[config.mk]
export PLATFORM = sky130hd
export DESIGN_NAME = trap_ctrl
export DESIGN_NICKNAME = d
export VERILOG_FILES = /design/src/rtl/trap_ctrl.sv
export SDC_FILE = /design/constraint.sdc
export NUM_CORES = 1
export LEC_CHECK = 0
export ABC_CLOCK_PERIOD_IN_PS = 2200
export CAP_MARGIN = 20
export CELL_PAD_IN_SITES_DETAIL_PLACEMENT = 0
export CELL_PAD_IN_SITES_GLOBAL_PLACEMENT = 1
export CORE_ASPECT_RATIO = 1.2
export CORE_MARGIN = 10
export CORE_UTILIZATION = 28
export CTS_CLUSTER_SIZE = 30
export DETAILED_ROUTE_END_ITERATION = 8
export MAX_ROUTING_LAYER = met4
export PLACE_DENSITY = 0.86
export SYNTH_ARGS = -nofsm -noshare
export SYNTH_HDL_FRONTEND = slang
export SYNTH_SLANG_ARGS = --single-unit
[constraint.sdc]
create_clock -name clk -period 2.2 [get_ports clk]
set_clock_uncertainty 0.2 [all_clocks]
set_input_delay 0.22 -clock clk [delete_from_list [all_inputs] [get_ports clk]]
set_output_delay 0.22 -clock clk [all_outputs]
set_load 0.02 [all_outputs]
[src/rtl/trap_ctrl.sv]
// Machine-mode trap sequencer: exception/interrupt/mret decision at writeback, CSR strobes and PC redirect.
// Optional macro TRAP_CTRL_VECTOR_EN enables vectored interrupt targets when mtvec[1:0]==2'b01.
//
// state | meaning
// IDLE  | evaluate writeback instruction, retire or take trap/mret
// ENTER | pulse mepc/mcause/mtval update and MIE clear from latched values
// JUMP  | redirect to trap target
// RET   | restore MIE and redirect to mepc
module trap_ctrl #(
    parameter int WIDTH = 32
) (
    input  logic             clk,
    input  logic             rst_n,
    input  logic             wb_valid,
    input  logic [WIDTH-1:0] wb_pc,
    input  logic [31:0]      wb_inst,
    input  logic [WIDTH-1:0] wb_badaddr,
    input  logic             wb_exc_fetch_mis,
    input  logic             wb_exc_illegal,
    input  logic             wb_ebreak,
    input  logic             wb_ecall,
    input  logic             wb_exc_load_mis,
    input  logic             wb_exc_store_mis,
    input  logic             wb_mret,
    input  logic             mstatus_mie,
    input  logic             mie_sw,
    input  logic             mie_timer,
    input  logic             mie_external,
    input  logic             mip_sw,
    input  logic             mip_timer,
    input  logic             mip_external,
    input  logic [WIDTH-1:0] mtvec,
    input  logic [WIDTH-1:0] mepc,
    output logic             mepc_update,
    output logic             mcause_update,
    output logic             mtval_update,
    output logic [WIDTH-1:0] mepc_in,
    output logic [WIDTH-1:0] mtval_in,
    output logic             trap_type,
    output logic [3:0]       mcause_in,
    output logic             mstatus_mie_clear,
    output logic             mstatus_mie_set,
    output logic             redirect_valid,
    output logic [WIDTH-1:0] redirect_pc,
    output logic             flush,
    output logic             stall,
    output logic             inst_processed
);

    typedef enum logic [1:0] {
        S_IDLE  = 2'd0,
        S_ENTER = 2'd1,
        S_JUMP  = 2'd2,
        S_RET   = 2'd3
    } state_t;

    state_t           r_state;
    state_t           w_next;
    logic [3:0]       r_cause;
    logic             r_type;
    logic [WIDTH-1:0] r_epc;
    logic [WIDTH-1:0] r_tval;
    logic [WIDTH-1:0] r_redirect_hold;

    logic             w_exc;
    logic [3:0]       w_exc_cause;
    logic             w_irq;
    logic [3:0]       w_irq_cause;
    logic [WIDTH-1:0] w_exc_tval;
    logic             w_decide;
    logic             w_trap_take;
    logic             w_mret_take;
    logic [WIDTH-1:0] w_base;
    logic [WIDTH-1:0] w_target;

    always_comb begin
        w_exc       = 1'b1;
        w_exc_cause = 4'd0;
        w_exc_tval  = '0;
        if (wb_exc_fetch_mis) begin
            w_exc_cause = 4'd0;
            w_exc_tval  = wb_badaddr;
        end else if (wb_exc_illegal) begin
            w_exc_cause = 4'd2;
            w_exc_tval  = WIDTH'(wb_inst);
        end else if (wb_ebreak) begin
            w_exc_cause = 4'd3;
        end else if (wb_ecall) begin
            w_exc_cause = 4'd11;
        end else if (wb_exc_load_mis) begin
            w_exc_cause = 4'd4;
            w_exc_tval  = wb_badaddr;
        end else if (wb_exc_store_mis) begin
            w_exc_cause = 4'd6;
            w_exc_tval  = wb_badaddr;
        end else begin
            w_exc = 1'b0;
        end
    end

    always_comb begin
        w_irq       = mstatus_mie;
        w_irq_cause = 4'd0;
        if (mie_external && mip_external) begin
            w_irq_cause = 4'd11;
        end else if (mie_sw && mip_sw) begin
            w_irq_cause = 4'd3;
        end else if (mie_timer && mip_timer) begin
            w_irq_cause = 4'd7;
        end else begin
            w_irq = 1'b0;
        end
    end

    assign w_decide    = (r_state == S_IDLE) && wb_valid;
    assign w_trap_take = w_decide && (w_exc || w_irq);
    assign w_mret_take = w_decide && wb_mret && !w_exc && !w_irq;

    assign w_base = {mtvec[WIDTH-1:2], 2'b00};
`ifdef TRAP_CTRL_VECTOR_EN
    assign w_target = (mtvec[1:0] == 2'b01 && r_type) ? (w_base + (WIDTH'(r_cause) << 2)) : w_base;
`else
    logic w_unused_mode;
    assign w_unused_mode = ^mtvec[1:0];
    assign w_target      = w_base;
`endif

    always_comb begin
        w_next = r_state;
        case (r_state)
            S_IDLE: begin
                if (w_trap_take) begin
                    w_next = S_ENTER;
                end else if (w_mret_take) begin
                    w_next = S_RET;
                end
            end
            S_ENTER: w_next = S_JUMP;
            S_JUMP:  w_next = S_IDLE;
            S_RET:   w_next = S_IDLE;
            default: w_next = S_IDLE;
        endcase
    end

    always_ff @(posedge clk or negedge rst_n) begin
        if (!rst_n) begin
            r_state         <= S_IDLE;
            r_cause         <= '0;
            r_type          <= 1'b0;
            r_epc           <= '0;
            r_tval          <= '0;
            r_redirect_hold <= '0;
        end else begin
            r_state <= w_next;
            if (w_trap_take) begin
                r_type  <= !w_exc;
                r_cause <= w_exc ? w_exc_cause : w_irq_cause;
                r_tval  <= w_exc ? w_exc_tval : '0;
                r_epc   <= wb_pc;
            end
            if (redirect_valid) begin
                r_redirect_hold <= redirect_pc;
            end
        end
    end

    // CSR write data is presented from the latched trap record; strobes qualify it in ENTER.
    assign mepc_in           = r_epc;
    assign mtval_in          = r_tval;
    assign mcause_in         = r_cause;
    assign trap_type         = r_type;
    assign mepc_update       = (r_state == S_ENTER);
    assign mcause_update     = (r_state == S_ENTER);
    assign mtval_update      = (r_state == S_ENTER);
    assign mstatus_mie_clear = (r_state == S_ENTER);
    assign mstatus_mie_set   = (r_state == S_RET);
    assign redirect_valid    = (r_state == S_JUMP) || (r_state == S_RET);
    assign redirect_pc       = (r_state == S_JUMP) ? w_target :
                               (r_state == S_RET)  ? mepc : r_redirect_hold;
    assign stall             = (r_state != S_IDLE);
    assign flush             = w_trap_take || w_mret_take || (r_state != S_IDLE);
    assign inst_processed    = w_decide && !w_exc && !w_irq;

endmodule

==> flow_summary.json <==
{
  "place_inst": 896,
  "number_of_violations_reported_at_the_end_of_detailed_routing_iteration_0": 190,
  "timing.critical_path.slowest_cell_delay_ps": 470,
  "number_of_sinks_on_the_clock_net": 103,
  "p_total_mw": 7.65,
  "setup_ws_ps": 35.0,
  "cp.arrival_ps": 1750,
  "layoutNonFillerInstCount": 917,
  "critical_path.cell_chain": "buf_12, mux2i_2, a21oi_1, dlygate4sd2_1",
  "ys_dominant_reg_cell": "dfrtp_1",
  "number_of_global_route_vias_before_repair": 4930,
  "multi_input_area_um2": 2070,
  "clock_latency_ps": 340,
  "initial_core_util": 0.284,
  "critPathMaxFanout": 17,
  "yosys.area_share.xor_xnor": 0,
  "layout.core_utilization": 0.503,
  "die_w_um": 139,
  "synth_mux_area_frac": 0.166,
  "ys_async_sr_fraction": 1.00,
  "grt_first_pass_wirelength_um": 27300,
  "post-route-min-period_ps": 2170,
  "critical_path.endpoint": "redirect_pc[29]",
  "synth_enable_flop_cells": 0,
  "setup_viol_count_final": 0,
  "reg2reg_setup_slack_ps": 190,
  "routabilityCongestion": 0.831,
  "maxCapViolCount": 0,
  "dp.final_hpwl_um": 14200,
  "timing_hold_violations_final": 0,
  "post_synth_and_or_nand_nor_area_fraction": 0.0496,
  "critical_path_capture_point_type": "output port",
  "grt_start_max_net_pins": 60,
  "cts_htree_levels": 3,
  "path_delay_family": "buffers and inverters",
  "flow.area_growth_from_synthesis_pct": 76.9,
  "max-slew-margin-rel": 0.658,
  "worst_hold_path_type": "input port to async pin",
  "clk_transition_reported_paths_ps": 70,
  "tritoncts": "built",
  "largest_family_of_logic_cells_by_synthesized_area": "compound AO/OA/AOI/OAI gates",
  "synth-compound-area-share": 0.201,
  "worst-path-stages": 4,
  "max_freq_mhz": 462,
  "min_period_over_period": 0.984,
  "dieArea_um2": 22700,
  "crit_path_start": "r_state[0]",
  "first_pass_iters": 4,
  "share_of_cells_above_drive_strength_1": 0.150,
  "syn-cell-area_um2": 4770,
  "detail_route.vias_per_cell": 4.80,
  "cp_num_buf_inv": 2,
  "post_synth.cell_area_avg_um2": 11.9,
  "ant_nets": 0,
  "grt_setup_unrepaired": "true",
  "r2r_cells": 7,
  "ff_latch_area_um2": 2580,
  "yosys_register_bits": 103,
  "clockBufferDepth": 2,
  "critical_path.reg2reg.endpoint": "mepc_in[0]",
  "cts-root-buf": "clkbuf_16",
  "buffer_ports.inserted": 284,
  "via_count": 4404,
  "antenna_cells": 0,
  "wl_per_cell_um": 19.5,
  "fp-row-count": 52,
  "total_congestion_overflow": 0,
  "cellLeakagePower_nw": 3.55,
  "numCtsBuffers": 9,
  "num-fill-cells": 1509,
  "drt-total-wl_um": 17900,
  "antenna_found_initial": 0,
  "worst_slew_pin_slew_ps": 506,
  "die_y_um": 163,
  "p_per_area_nw_per_um2": 907,
  "critical_path_start_type": "flip-flop",
  "track_usage": 0.155,
  "synth.net_count": 578,
  "synth.lib_cells_used.distinct": 34,
  "cp_slowest_cell": "dfrtp_2",
  "reg2reg_from": "r_state[1]",
  "timing.setup.critical_path_class": "flip-flop to output port",
  "io_pins": 287,
  "cp_data_required_time_ps": 1780,
  "ys_seq_area_frac": 0.540,
  "status": "complete, no violations",
  "fin_nets": 873,
  "max_slew_violation_count": 0,
  "core_area_um2": 16800,
  "remaining_drc_errors": 0,
  "yosys.area_share.adder": 0,
  "postSynthCellCount": 401,
  "synth.yosys.warnings": 0,
  "placement.setup.worst_slack_ps": -375,
  "vdd_ir_drop_max_mv": 0.461
}
==> report_power, final <==
part	leakage (nW)	internal, mW	switching (mW)	total (mW)
logic	2.20	1.72	1.73	3.45
registers	1.22	2.43	0.274	2.70
clock network	0.132	0.797	0.710	1.51
total	3.55	4.94	2.71	7.65
==> layout by cell type (no fill, tap or decap), types with 2 or more instances in the layout <==
cell type and n:
clkdlybuf4s50_1 241, dfrtp_1 101, a21oi_1 61, nor2_1 35
dlygate4sd2_1 35, a22oi_1 33, o2bb2ai_1 32, mux2_4 27
buf_4 23, mux2i_1 17, mux2i_2 13, buf_12 10
clkbuf_16 9, mux2_1 7, inv_1 5, a22o_1 4
dlymetal6s2s_1 3, buf_2 3, nor2_2 2, nand2_1 2
nand3_1 2, o21a_1 2, clkinv_2 2, clkinvlp_4 2
clkdlybuf4s15_1 2, buf_6 2, dfrtp_2 2
==> area by class of cell <==
class                   count  share of cell area
repair buffers            321               0.382
flip-flops and latches    103               0.306
multi-input cells         256               0.245
well taps                 216              0.0320
clock buffers              11              0.0288
clock inverters             5             0.00400
inverters                   5             0.00222
==> cells by family after synthesis <==
logic type,count (synthesis)
AOI/OAI and AO/OA,141
buffers and inverters,42
muxes,65
DFF,103
and+or+nand+nor,50
==> registers in the layout, summed over array words and instances (netlist names) <==
name / count
mcause_in: 4
mepc_in: 32
mtval_in: 32
r_redirect_hold: 32
r_state: 2
trap_type: 1
==> worst register-to-register path, delay by kind of cell, from the launching register on <==
family | cells | cell delay (ps)
and+or+nand+nor | 3 | 440
muxes | 1 | 330
DFF | 1 | 470
buffers and inverters | 3 | 470
==> per-stage QoR <==
stage	instance area (um^2)	hold WS [ps]	TNS, ps
final	8440	82.3	0
after global routing	8440	88.8	-570
after CTS	8350	72.3	-204
after detailed placement	8060	-109	-14700
after global placement	8060	-109	-11980
after floorplan	4770	-276	0
==> layer usage <==
layer  GRT usage  vias up  wire length, um
li1            -     2069                -
met1       0.170     2123             7210
met4      0.0560        0              300
met5           -        -                0
met3      0.0491       18             1210
met2       0.261      194             9180
==> cell usage after synthesis (5+ instances only) <==
library cell	instances	share of area
a21oi_1	61	0.064
a22oi_1	33	0.052
buf_1	7	0.0055
clkbuf_1	19	0.015
dfrtp_1	103	0.54
inv_1	5	0.0039
mux2_1	7	0.017
mux2_4	27	0.085
mux2i_1	31	0.065
nor2_1	36	0.028
o2bb2ai_1	32	0.059
==> what timing repair did <==
action	in CTS	in global routing
buffers inserted	1	2
cloned	1	0
gates resized for setup	48	26
setup endpoints to repair	41	56
pin swaps	0	1
hold buffers	1	0
hold endpoints to repair	103	0
==> worst min-delay path by stage <==
| stage | slack (ps) | end | cells past startpoint |
|---|---|---|---|
| final | 80 | r_redirect_hold[21] | 2 |
| after global placement | -110 | r_redirect_hold[21] | 1 |
| after detailed placement | -110 | r_redirect_hold[9] | 1 |
| after floorplan | -280 | mcause_in[0] | 0 |
| after global routing | 90 | r_redirect_hold[21] | 2 |
| after CTS | 70 | r_redirect_hold[21] | 2 |
(Power assumes the default switching activity.)
